File: src/rtl/sm_to_twos_serial_if.sv
// Handshake/data bundle for the serial sign-magnitude to two's-complement converter.
// Optional neg_zero flag is present only when NEG_ZERO_FLAG_EN is defined.
interface sm_to_twos_serial_if #(
    parameter int WIDTH = 8
);
    logic             start;
    logic [WIDTH-1:0] din;
    logic             busy;
    logic             done;
    logic [WIDTH-1:0] dout;
`ifdef NEG_ZERO_FLAG_EN
    logic             neg_zero;

    modport master (output start, din, input busy, done, dout, neg_zero);
    modport slave  (input start, din, output busy, done, dout, neg_zero);
`else
    modport master (output start, din, input busy, done, dout);
    modport slave  (input start, din, output busy, done, dout);
`endif
endinterface

File: src/rtl/sm_to_twos_serial.sv
// Bit-serial sign-magnitude -> two's-complement converter, one magnitude bit per clock.
// Optional macro NEG_ZERO_FLAG_EN adds a registered neg_zero flag on the interface.
module sm_to_twos_serial #(
    parameter int WIDTH = 8
) (
    input  logic                   clk,
    input  logic                   rst,
    sm_to_twos_serial_if.slave     bus
);
    localparam int MW = WIDTH - 1;
    localparam int IW = (WIDTH > 2) ? $clog2(WIDTH - 1) : 1;

    typedef enum logic [1:0] {IDLE, CONV, DONE} state_t;

    state_t          state_q, state_d;
    logic [MW-1:0]   mag_q, mag_d;
    logic            sign_q, sign_d;
    logic [IW-1:0]   idx_q, idx_d;
    logic            carry_q, carry_d;
    logic [MW-1:0]   res_q, res_d;
    logic [WIDTH-1:0] dout_q, dout_d;
    logic            nz_q, nz_d;

    logic            last_bit;
    logic            r_bit;
    logic            carry_nx;
    logic [MW-1:0]   res_shift;

    assign last_bit = (idx_q == IW'(WIDTH - 2));

    // state register
    always_ff @(posedge clk) begin
        if (rst) state_q <= IDLE;
        else     state_q <= state_d;
    end

    // next-state logic
    always_comb begin
        state_d = state_q;
        case (state_q)
            IDLE:    if (bus.start) state_d = CONV;
            CONV:    if (last_bit)  state_d = DONE;
            DONE:    state_d = IDLE;
            default: state_d = IDLE;
        endcase
    end

    // output logic
    always_comb begin
        bus.busy = (state_q == CONV);
        bus.done = (state_q == DONE);
    end

    // Single inverter/half-adder slice; the magnitude shifts right so bit 0 is always current.
    always_comb begin
        r_bit    = sign_q ? (~mag_q[0] ^ carry_q) : mag_q[0];
        carry_nx = sign_q ? (~mag_q[0] & carry_q) : carry_q;
        res_shift         = res_q >> 1;
        res_shift[MW-1]   = r_bit;
    end

    always_comb begin
        mag_d   = mag_q;
        sign_d  = sign_q;
        idx_d   = idx_q;
        carry_d = carry_q;
        res_d   = res_q;
        dout_d  = dout_q;
        nz_d    = nz_q;
        case (state_q)
            IDLE: begin
                if (bus.start) begin
                    mag_d   = bus.din[MW-1:0];
                    sign_d  = bus.din[WIDTH-1];
                    idx_d   = '0;
                    carry_d = 1'b1;
                    res_d   = '0;
                end
            end
            CONV: begin
                mag_d   = mag_q >> 1;
                idx_d   = idx_q + IW'(1);
                carry_d = carry_nx;
                res_d   = res_shift;
                // Whole word written at once so dout is never partially updated.
                if (last_bit) begin
                    dout_d = {sign_q & ~carry_nx, res_shift};
                    nz_d   = sign_q & carry_nx;
                end
            end
            default: ;
        endcase
    end

    always_ff @(posedge clk) begin
        if (rst) begin
            mag_q   <= '0;
            sign_q  <= 1'b0;
            idx_q   <= '0;
            carry_q <= 1'b0;
            res_q   <= '0;
            dout_q  <= '0;
            nz_q    <= 1'b0;
        end else begin
            mag_q   <= mag_d;
            sign_q  <= sign_d;
            idx_q   <= idx_d;
            carry_q <= carry_d;
            res_q   <= res_d;
            dout_q  <= dout_d;
            nz_q    <= nz_d;
        end
    end

    assign bus.dout = dout_q;
`ifdef NEG_ZERO_FLAG_EN
    assign bus.neg_zero = nz_q;
`else
    logic unused_nz;
    assign unused_nz = nz_q;
`endif
endmodule

File: src/flat_wrapper.sv
// flat-port wrapper written by rule: the top's interface ports become plain ports
module sm_to_twos_serial_flat 
#(
    parameter int WIDTH = 8
)
  (clk, rst, bus_start, bus_din, bus_busy, bus_done, bus_dout);
  sm_to_twos_serial_if #(.WIDTH(WIDTH)) bus_i ();
  input  logic clk;
  input  logic rst;
  input wire logic [$bits(bus_i.start)-1:0] bus_start;
  input wire logic [$bits(bus_i.din)-1:0] bus_din;
  output wire logic [$bits(bus_i.busy)-1:0] bus_busy;
  output wire logic [$bits(bus_i.done)-1:0] bus_done;
  output wire logic [$bits(bus_i.dout)-1:0] bus_dout;
  assign bus_i.start = bus_start;
  assign bus_i.din = bus_din;
  assign bus_busy = bus_i.busy;
  assign bus_done = bus_i.done;
  assign bus_dout = bus_i.dout;
  sm_to_twos_serial #(.WIDTH(WIDTH)) u_core (.clk(clk), .rst(rst), .bus(bus_i));
endmodule
File: config.mk
export PLATFORM = sky130hd
export DESIGN_NAME = sm_to_twos_serial_flat
export DESIGN_NICKNAME = d
export VERILOG_FILES = /design/src/rtl/sm_to_twos_serial_if.sv /design/src/rtl/sm_to_twos_serial.sv /design/src/flat_wrapper.sv
export SDC_FILE = /design/constraint.sdc
export NUM_CORES = 1
export LEC_CHECK = 0
export BUFFER_PORTS_ARGS = -buffer_cell sky130_fd_sc_hd__buf_2
export CAP_MARGIN = 20
export CORE_MARGIN = 1.5
export CORE_UTILIZATION = 40
export DETAILED_ROUTE_END_ITERATION = 16
export SKIP_LAST_GASP = 1
export SLEW_MARGIN = 25
export SYNTH_ARGS = -nofsm -noshare
export SYNTH_HDL_FRONTEND = slang
export SYNTH_SLANG_ARGS = --single-unit
export TNS_END_PERCENT = 100
File: constraint.sdc
create_clock -name clk -period 1.2 [get_ports clk]
set_input_delay 0.12 -clock clk [delete_from_list [all_inputs] [get_ports clk]]
set_output_delay 0.12 -clock clk [all_outputs]
set_load 0.03 [all_outputs]
* Yosys cells after proc, flatten, opt, wreduce, memory -nomap -nowiden
Index checks and enable logic that the tools add are counted.
** Storage, ports and cells
- Output and inout bits :: 10
- Register bits after elaboration :: 29
** Operators by class
- Reduce and logical (&&, ||, !) cells :: 6
- Eq/ne operators :: 5
- Mux-type cells :: 13
- Add/sub/neg operators :: 1
- Bitwise logic cells :: 5
** Operators with widths (count)
- $pmux 7 s2 :: 2
- $mux 7 :: 2
- $reduce_and 2->1 :: 4
- $pmux 3 s2 :: 1
- $mux 2 :: 2
- $pmux 2 s2 :: 1
- $add 3x1->3 const B :: 1
- $eq 3x3->1 const B :: 1
- $mux 1 :: 3
- $mux 3 :: 1
- $and 1x1->1 :: 2
- $eq 2x1->1 const B :: 1
- $eq 2x2->1 const B :: 1
- $logic_not 2->1 :: 1
- $ne 2x1->1 const B :: 1
- $ne 2x2->1 const B :: 1
- $not 1->1 :: 2
- $pmux 1 s2 :: 1
- $reduce_bool 2->1 :: 1
- $xor 1x1->1 :: 1

* Depth between registers and ports, before layout
Gate-level depths: netlist of the first run.
- Depth in word-level cells :: 5
- Gate-level depth with buffers :: 6
- Depth with buffers taken out :: 5

* Worst setup path after synthesis of the first run
No wires, ideal clock.
- Path type :: register to register
- From :: reg u_core.idx_q[0]
- To :: reg u_core.dout_q[6] (netlist: u_core.bus.dout[6])
- Stages on the path, launching flop included :: 7
- Path buffers :: 1
- Setup time :: 0.079 ns
- Slack :: -0.043 ns
- Arrival time :: 1.164 ns
- Cells stage by stage :: dfxtp_1 -> inv_1 -> ha_1 -> and4b_1 -> buf_6 -> nor2_1 -> a211oi_2
** On the way
- Word-level cells in the longest chain between the ends :: 2
** Ends and longest elaborated chain
- start: declaration :: RTL line sm_to_twos_serial.sv:18 : logic [IW-1:0] idx_q, idx_d;
- start signal: assignment :: RTL line sm_to_twos_serial.sv:107 : idx_q <= idx_d;
- $eq 3x3->1 :: RTL line sm_to_twos_serial.sv:29 : assign last_bit = (idx_q == IW'(WIDTH - 2));
- $reduce_and 2->1 (no source line)
- end signal: assignment :: RTL line sm_to_twos_serial.sv:110 : dout_q <= dout_d;
- end: declaration :: RTL line sm_to_twos_serial.sv:21 : logic [WIDTH-1:0] dout_q, dout_d;
Every way passes these cells.
A chain may end at the register's enable or synchronous reset.

* Worst setup path after layout of the first run
- From :: reg u_core.state_q[0]
- To :: out bus_done
** On the way
- Word-level cells in the longest chain between the ends :: 1
** Ends and longest elaborated chain
- start: declaration :: RTL line sm_to_twos_serial.sv:15 : state_t state_q, state_d;
- start signal: assignment :: RTL line sm_to_twos_serial.sv:34 : else state_q <= state_d;
- $eq 2x2->1 :: RTL line sm_to_twos_serial.sv:51 : bus.done = (state_q == DONE);
- end: declaration :: RTL line flat_wrapper.sv:13 : output wire logic [$bits(bus_i.done)-1:0] bus_done;
Every way passes these cells.

==> results of run 1 <==
[worst reg2reg max path, delay by kind of cell (launching register included)]
| kind | cells | cell delay, ns |
|---|---|---|
| flip-flops | 1 | 0.35 |
| AO/OA/AOI/OAI | 1 | 0.14 |
| AND/OR/NAND/NOR | 2 | 0.40 |
| buffers and inverters | 1 | 0.07 |
| adder cells (fa/ha/maj) | 1 | 0.14 |
[power breakdown]
part	internal (mW)	switching, mW
combinational	0.184	0.169
clock	0.338	0.285
sequential	0.966	0.0303
[kinds of logic (layout without fill, tap and decap cells)]
kind of cell / after synthesis / in the layout / share of synthesized area [%]
AND/OR/NAND/NOR: 43 / 44 / 18.7
flip-flops: 28 / 28 / 44.8
AO/OA/AOI/OAI: 29 / 29 / 21.2
multiplexers: 8 / 8 / 6.41
adder cells (fa/ha/maj): 3 / 3 / 3.00
buffers and inverters: 11 / 48 / 5.81
[path summary, 6_finish.rpt]
check / start / to / slack, ns
worst min-delay path: bus_din[7] / u_core.sign_q$_SDFFE_PP0P_ / 0.02
worst max-delay path: u_core.state_q[0]$_SDFFE_PP0P_ / bus_done / -0.02
worst max register to register: u_core.idx_q[0]$_SDFFE_PP0P_ / u_core.bus.dout[7]$_SDFFE_PP0P_ / 0.06
worst min register to register: u_core.bus.dout[2]$_SDFFE_PP0P_ / u_core.bus.dout[2]$_SDFFE_PP0P_ / 0.46
[layout by cell type, fill, tap and decap left out, types with 2 or more instances in the layout]
master    Yosys  final
mux2i_1       8      7
and4b_2       0      2
buf_2         1     18
nor2_1       14     13
nand3b_1      3      3
inv_1         3      2
dfxtp_2       0      5
ha_4          0      2
a21oi_1       8      7
a22oi_1       6      5
buf_6         4      3
nor2_2        4      5
a211oi_2      9      8
dfxtp_4       0      2
dfxtp_1      28     21
nand2_1      15     15
buf_4         0     17
a21oi_2       1      2
clkbuf_4      0      3
[sequential cells by signal, indices dropped and copies added, names as in the netlist]
| name | flops |
|---|---|
| u_core.sign_q | 1 |
| u_core.bus.dout | 8 |
| u_core.mag_q | 7 |
| u_core.res_q | 6 |
| u_core.state_q | 2 |
| u_core.carry_q | 1 |
| u_core.idx_q | 3 |
[layer usage]
layer / GRT usage, % / up-vias
li1: - / 506
met1: 23.2 / 483
met2: 29.7 / 17
met3: 2.64 / 4
met4: 8.44 / 0
met5: 0 / -
[layout make-up]
type                       instances  area share [%]
clock buffer                       3            1.34
clock inverter                     1            1.79
inverter                           4            1.34
multi-input combinational         84            41.8
sequential                        28            34.2
tap                               33            2.46
timing repair buffer              40            17.1
[timing repair]
action	in CTS	in global routing
endpoints found under the setup margin	18	18
gates resized for setup	14	19
pin swaps	2	4
gates cloned	1	0
buffers inserted	5	2
hold endpoints to repair	0	0
hold buffers	0	0
==> flow_summary_export.csv, run 1 <==
group,metric,value,unit
finish,register_area,574,um2
timing,setup_violations,2,
timing,rsz0062_at_grt,"yes",
timing,whs,0.0184,ns
status,run_status,"finished, violations left",
route,ant_nets,0,
synth,post_synth_num_cell_types,28,
placed_design,place_hpwl,1.78,mm
timing,min_period_over_period,102,%
route,wl_met3,89,um
synth,syn_inst,122,
timing,finalClockSkew,0.00955,ns
power,finalPower,1.97,mW
synth,async_reset_ff_share,0,%
timing,worstMarginPinSlew,0.291,ns
floorplanning,die_y,58.9,um
power,p_leak,0.702,nW
timing,period_minus_slack,1.22,ns
worst_setup_path,cpLargestDelayFamily,"flip-flops",
finish,final_layout_size_suffix_gt1_share,52.5,%
synth,synthFlopType,"dfxtp_1",
grt,grt_pass1_wl,4.65,mm
power,powerDensity,1180,nW/um2
route,wl_per_cell,14.1,um
synth,syn_area_per_cell,10.2,um2
clock_tree,cts_root_buf,"clkbuf_4",
timing,fin_setup_tns,-0.0335,ns
clock_tree,path_clk_slew,0.14,ns
synth,yosysSeqAreaShare,44.8,%
timing,worst_slack,-0.0191,ns
clock_tree,cts_sinks,28,
grt,grt_usage,18.0,%
worst_setup_path,crit_arrival,1.10,ns
clock_tree,clock_path_buffers,2,
route,drt_iter0_markers,50,
synth,ys_ff_latch,28,
placed_design,pre_cts_ws,-0.122,ns
min_path,hp-class,"in2reg",
grt,grt_start_max_net_pins,20,
worst_setup_path,cp-start-kind,"register",
synth,yosysMostFrequentCell,"dfxtp_1",
timing,slew_viol_final,0,
route,drc,0,
status,violations,"setup timing",
grt,grt_pass1_vias,985,
floorplanning,initial_core_util,41.6,%
route,via_per_inst,5.23,
timing,slew-limit-headroom,80.5,%
synth,syn-cell-area,1250,um2
synth,yosys.area.top_type_share,44.8,%
synth,synth_top_area_cell,"dfxtp_1",
finish,finalInstanceArea,1680,um2
synth,syn_nets,136,
floorplanning,dieArea,3470,um2
finish,fillCellCount,268,
worst_setup_path,crit_chain,"buf_8 > nor2b_4 > buf_6",
worst_setup_path,path_depth,3,
finish,syn2layout_area_growth,34.3,%
route,route.met2.wl,1.36,mm
route,routed_wl,2.72,mm
route,vias,1010,
worst_setup_path,critPathSlowestCell,"dfxtp_4",
clock_tree,htree_levels,1,
floorplanning,rows,20,
finish,fin_util,55.9,%
synth,synth-edff-count,0,
timing,fmax,0.820,GHz
clock_tree,cts_made_buffers,3,
worst_setup_path,crit_type,"reg2out",
synth,netlist_top_cells_area,"dfxtp_1 (45%), a211oi_2 (9.0%), mux2i_1 (6.4%)",
grt,antenna_found_initial,0,
min_path,holdPathStages,3,
route,dr.pass1.iters,4,
power,peakVddDrop,0.623,mV
finish,num_antenna_cells,0,
route,top_signal_layer_used,"met4",
worst_setup_path,cp-end-kind,"output pin",
worst_setup_path,rr_worst_depth,5,
synth,yosys_warnings,0,
grt,overflow,0,
synth,ys_top_cells_by_count,"dfxtp_1 (28), nand2_1 (15), nor2_1 (14)",
placed_design,globalplace.congestion,0.746,
finish,instances_no_fill,193,
floorplanning,io_pins,21,
finish,multi_input_area,702,um2
worst_setup_path,path_max_fanout,4,
placed_design,dpl-instance-area,1460,um2
placed_design,port-buffer-count,20,
placed_design,numPlacedInstances,181,
job,drv_cap,0,
worst_setup_path,max_stage_delay,0.39,ns
clock_tree,clkLatencyLatePin,0.33,ns
timing,hold_viol,0,
finish,nets,175,
worst_setup_path,crit_buf_inv,2,
route,wl_met1,1.22,mm
floorplanning,fp.dieW,58.9,um
floorplanning,core,3000,um2
worst_setup_path,critPathRequiredTime,1.08,ns
clock_tree,cts_tree,"yes",
Note: power is estimated with default switching activity, not from simulation.
==> inputs of run 2 (changes only) <==
ABC_AREA = 1   (was not set)
BUFFER_PORTS_ARGS = -buffer_cell sky130_fd_sc_hd__buf_4   (was -buffer_cell sky130_fd_sc_hd__buf_2)
PLACE_DENSITY_LB_ADDON = 0.15   (was not set)
==> run 2 against run 1 <==
  * The run now ends clean
  * Clock skew down 0.0035 ns
  * Critical path depth grew 1
  * Clock-buffer cell count is the same
  * Register-to-register slack hardly changed
  * Non-clock buffer count shrank 3
  * Synthesized area increased by 4.4%
  * Hold slack improved by 0.032 ns
  * Global-route usage is 2.5 points lower
  * Total power shrank 2.6%
==> flow_summary_export.csv, run 2 <==
group,metric,value,unit
synth,synth_top_area_cell,"dfxtp_1",
timing,period_minus_slack,1.20,ns
synth,ys_top_cells_by_count,"nand2_1 (65), dfxtp_1 (28), nor2_1 (23)",
synth,syn_area_per_cell,7.25,um2
finish,register_area,569,um2
synth,syn_nets,194,
timing,fmax,0.836,GHz
finish,final_cell_mix,"nand2_1 (64), buf_4 (31), dfxtp_1 (25)",
finish,largest_reg_flops,8,
worst_setup_path,path_max_fanout,3,
timing,hold_viol,0,
clock_tree,cts_made_buffers,3,
timing,worstMarginPinSlew,0.405,ns
timing,worst_slack,0.00415,ns
worst_setup_path,crit_start,"u_core.state_q[0]$_SDFFE_PP0P_",
timing,slew-limit-headroom,72.9,%
power,powerDensity,1120,nW/um2
floorplanning,io_pins,21,
finish,final_layout_size_suffix_gt1_share,33.3,%
min_path,hp-class,"in2reg",
timing,rsz0062_at_grt,"yes",
route,wl_per_cell,10.4,um
finish,syn2layout_area_growth,31.9,%
route,drc,0,
placed_design,globalplace.congestion,0.724,
placed_design,place_hpwl,1.77,mm
synth,yosysMostFrequentCell,"nand2_1",
synth,yosysSeqAreaShare,43.0,%
grt,grt_pass1_wl,4.22,mm
floorplanning,rows,20,
status,run_status,"complete, no violations",
worst_setup_path,crit_chain,"inv_2 > nor2_4 > buf_6 > buf_6",
floorplanning,dieArea,3610,um2
worst_setup_path,cp-start-kind,"register",
floorplanning,initial_core_util,42.4,%
power,p_leak,0.809,nW
clock_tree,cts_tree,"yes",
synth,syn-cell-area,1310,um2
route,drt_iter0_markers,24,
clock_tree,hold_buffers,0,
timing,finalClockSkew,0.00604,ns
timing,whs,0.0501,ns
timing,slew_viol_final,0,
placed_design,pre_cts_ws,-0.0483,ns
route,vias,1153,
timing,setup_violations,0,
clock_tree,cts_root_buf,"clkbuf_4",
finish,nets,231,
job,drv_cap,0,
synth,yosys_warnings,0,
route,ant_nets,0,
route,via_per_inst,4.43,
grt,antenna_found_initial,0,
worst_setup_path,rr_worst_depth,6,
worst_setup_path,critPathRequiredTime,1.08,ns
clock_tree,clock_path_buffers,2,
clock_tree,cts_sinks,28,
worst_setup_path,crit_arrival,1.08,ns
synth,yosys.area.top_type_share,43.0,%
floorplanning,fp.dieW,60.1,um
worst_setup_path,crit_type,"reg2out",
grt,grt_start_max_net_pins,23,
route,routed_wl,2.71,mm
worst_setup_path,rr_startpoint,"u_core.state_q[0]$_SDFFE_PP0P_",
synth,synthFlopType,"dfxtp_1",
synth,post_synth_num_cell_types,19,
floorplanning,die_y,60.1,um
worst_setup_path,reg2reg_slack,0.05,ns
worst_setup_path,cp-end-kind,"output pin",
power,peakVddDrop,0.819,mV
synth,ys_ff_latch,28,
worst_setup_path,critPathSlowestCell,"dfxtp_4",
synth,netlist_top_cells_area,"dfxtp_1 (43%), nand2_1 (19%), nor2_1 (6.6%)",
synth,syn_inst,180,
finish,fillCellCount,288,
synth,synth-edff-count,0,
clock_tree,htree_levels,1,
finish,multi_input_area,663,um2
floorplanning,core,3080,um2
grt,grt_usage,15.6,%
clock_tree,path_clk_slew,0.15,ns
route,dr.pass1.iters,4,
worst_setup_path,rr_endpoint,"u_core.sign_q$_SDFFE_PP0P_",
finish,final_common_cell,"nand2_1",
worst_setup_path,crit_end,"bus_busy",
grt,overflow,0,
placed_design,port-buffer-count,20,
clock_tree,clkLatencyLatePin,0.33,ns
grt,grt_pass1_vias,987,
worst_setup_path,cp_common_cell,"buf_6",
finish,num_antenna_cells,0,
timing,min_period_over_period,99.7,%
timing,fin_setup_tns,0,ns
synth,async_reset_ff_share,0,%
worst_setup_path,max_stage_delay,0.39,ns
==> run 2: cell count changes after synthesis, sizes merged, moves of 3 or more <==
cell	previous run	this run
nand2	15	72
nand3	1	16
inv	4	16
a211oi	9	0
mux2i	8	0
nor2	18	25
a22oi	6	0
nand3b	3	0
==> run 2: what timing repair did <==
| action | 4_1_cts | 5_1_grt |
|---|---|---|
| pin swaps | 4 | 7 |
| resized for setup | 17 | 5 |
| cloned | 0 | 1 |
| setup endpoints to repair | 20 | 27 |
| setup buffers | 6 | 5 |
==> run 2: layer usage <==
| layer | track usage (%) | vias to the layer above | part of all wire, % |
|---|---|---|---|
| li1 | - | 626 | - |
| met1 | 18.5 | 513 | 46 |
| met2 | 27.8 | 12 | 50 |
| met3 | 3.90 | 2 | 2.7 |
| met4 | 3.81 | 0 | 0.70 |
| met5 | 0 | - | 0 |
==> run 2: worst max-delay path: cells and delay by family (launching register included) <==
| family | cells | cell delay, ns |
|---|---|---|
| buffers and inverters | 3 | 0.27 |
| flip-flops | 1 | 0.39 |
| AND/OR/NAND/NOR | 1 | 0.09 |
==> run 2: worst min-delay path by stage <==
stage / endpoint / start / cells after the start
CTS: u_core.sign_q$_SDFFE_PP0P_ / bus_din[7] / 3
global placement: u_core.mag_q[2]$_SDFFE_PP0P_ / bus_din[2] / 5
detailed placement: u_core.sign_q$_SDFFE_PP0P_ / bus_din[7] / 3
global route: u_core.sign_q$_SDFFE_PP0P_ / bus_din[7] / 3
floorplan: u_core.state_q[1]$_SDFFE_PP0P_ / rst / 1
finish: u_core.sign_q$_SDFFE_PP0P_ / bus_din[7] / 3
==> run 2: where the power goes <==
| part | total, mW | switching, mW | internal [mW] |
|---|---|---|---|
| sequential | 0.986 | 0.0223 | 0.964 |
| clock | 0.614 | 0.276 | 0.338 |
| combinational | 0.322 | 0.171 | 0.152 |
| total | 1.92 | 0.469 | 1.45 |
==> run 2: per-stage QoR <==
| step | cells | total power, mW | util [%] | cell area [um2] |
|---|---|---|---|---|
| 2_1_floorplan | 180 | 1.19 | - | 1310 |
| 3_3_place_gp | 244 | 1.25 | 48.9 | 1500 |
| 3_5_place_dp | 244 | 1.26 | 48.9 | 1500 |
| 4_1_cts | 254 | 1.91 | 53.5 | 1650 |
| 5_1_grt | 260 | 2.02 | 55.9 | 1720 |
| 6_report | 260 | 1.92 | 55.9 | 1720 |
==> run 2: layout make-up <==
cell class | instances | share of cell area, %
clock buffers | 3 | 1.31
multi-input cells | 130 | 38.5
flip-flops and latches | 28 | 33.1
repair buffers | 37 | 18.2
clock inverters | 1 | 1.74
well taps | 44 | 3.20
inverters | 17 | 4.00
==> run 2: cell families after synthesis <==
| family | share of synthesized area [%] |
|---|---|
| AO/OA/AOI/OAI | 7.77 |
| flip-flops | 43.0 |
| adder cells (fa/ha/maj) | 2.88 |
| AND/OR/NAND/NOR | 37.4 |
| buffers and inverters | 9.01 |
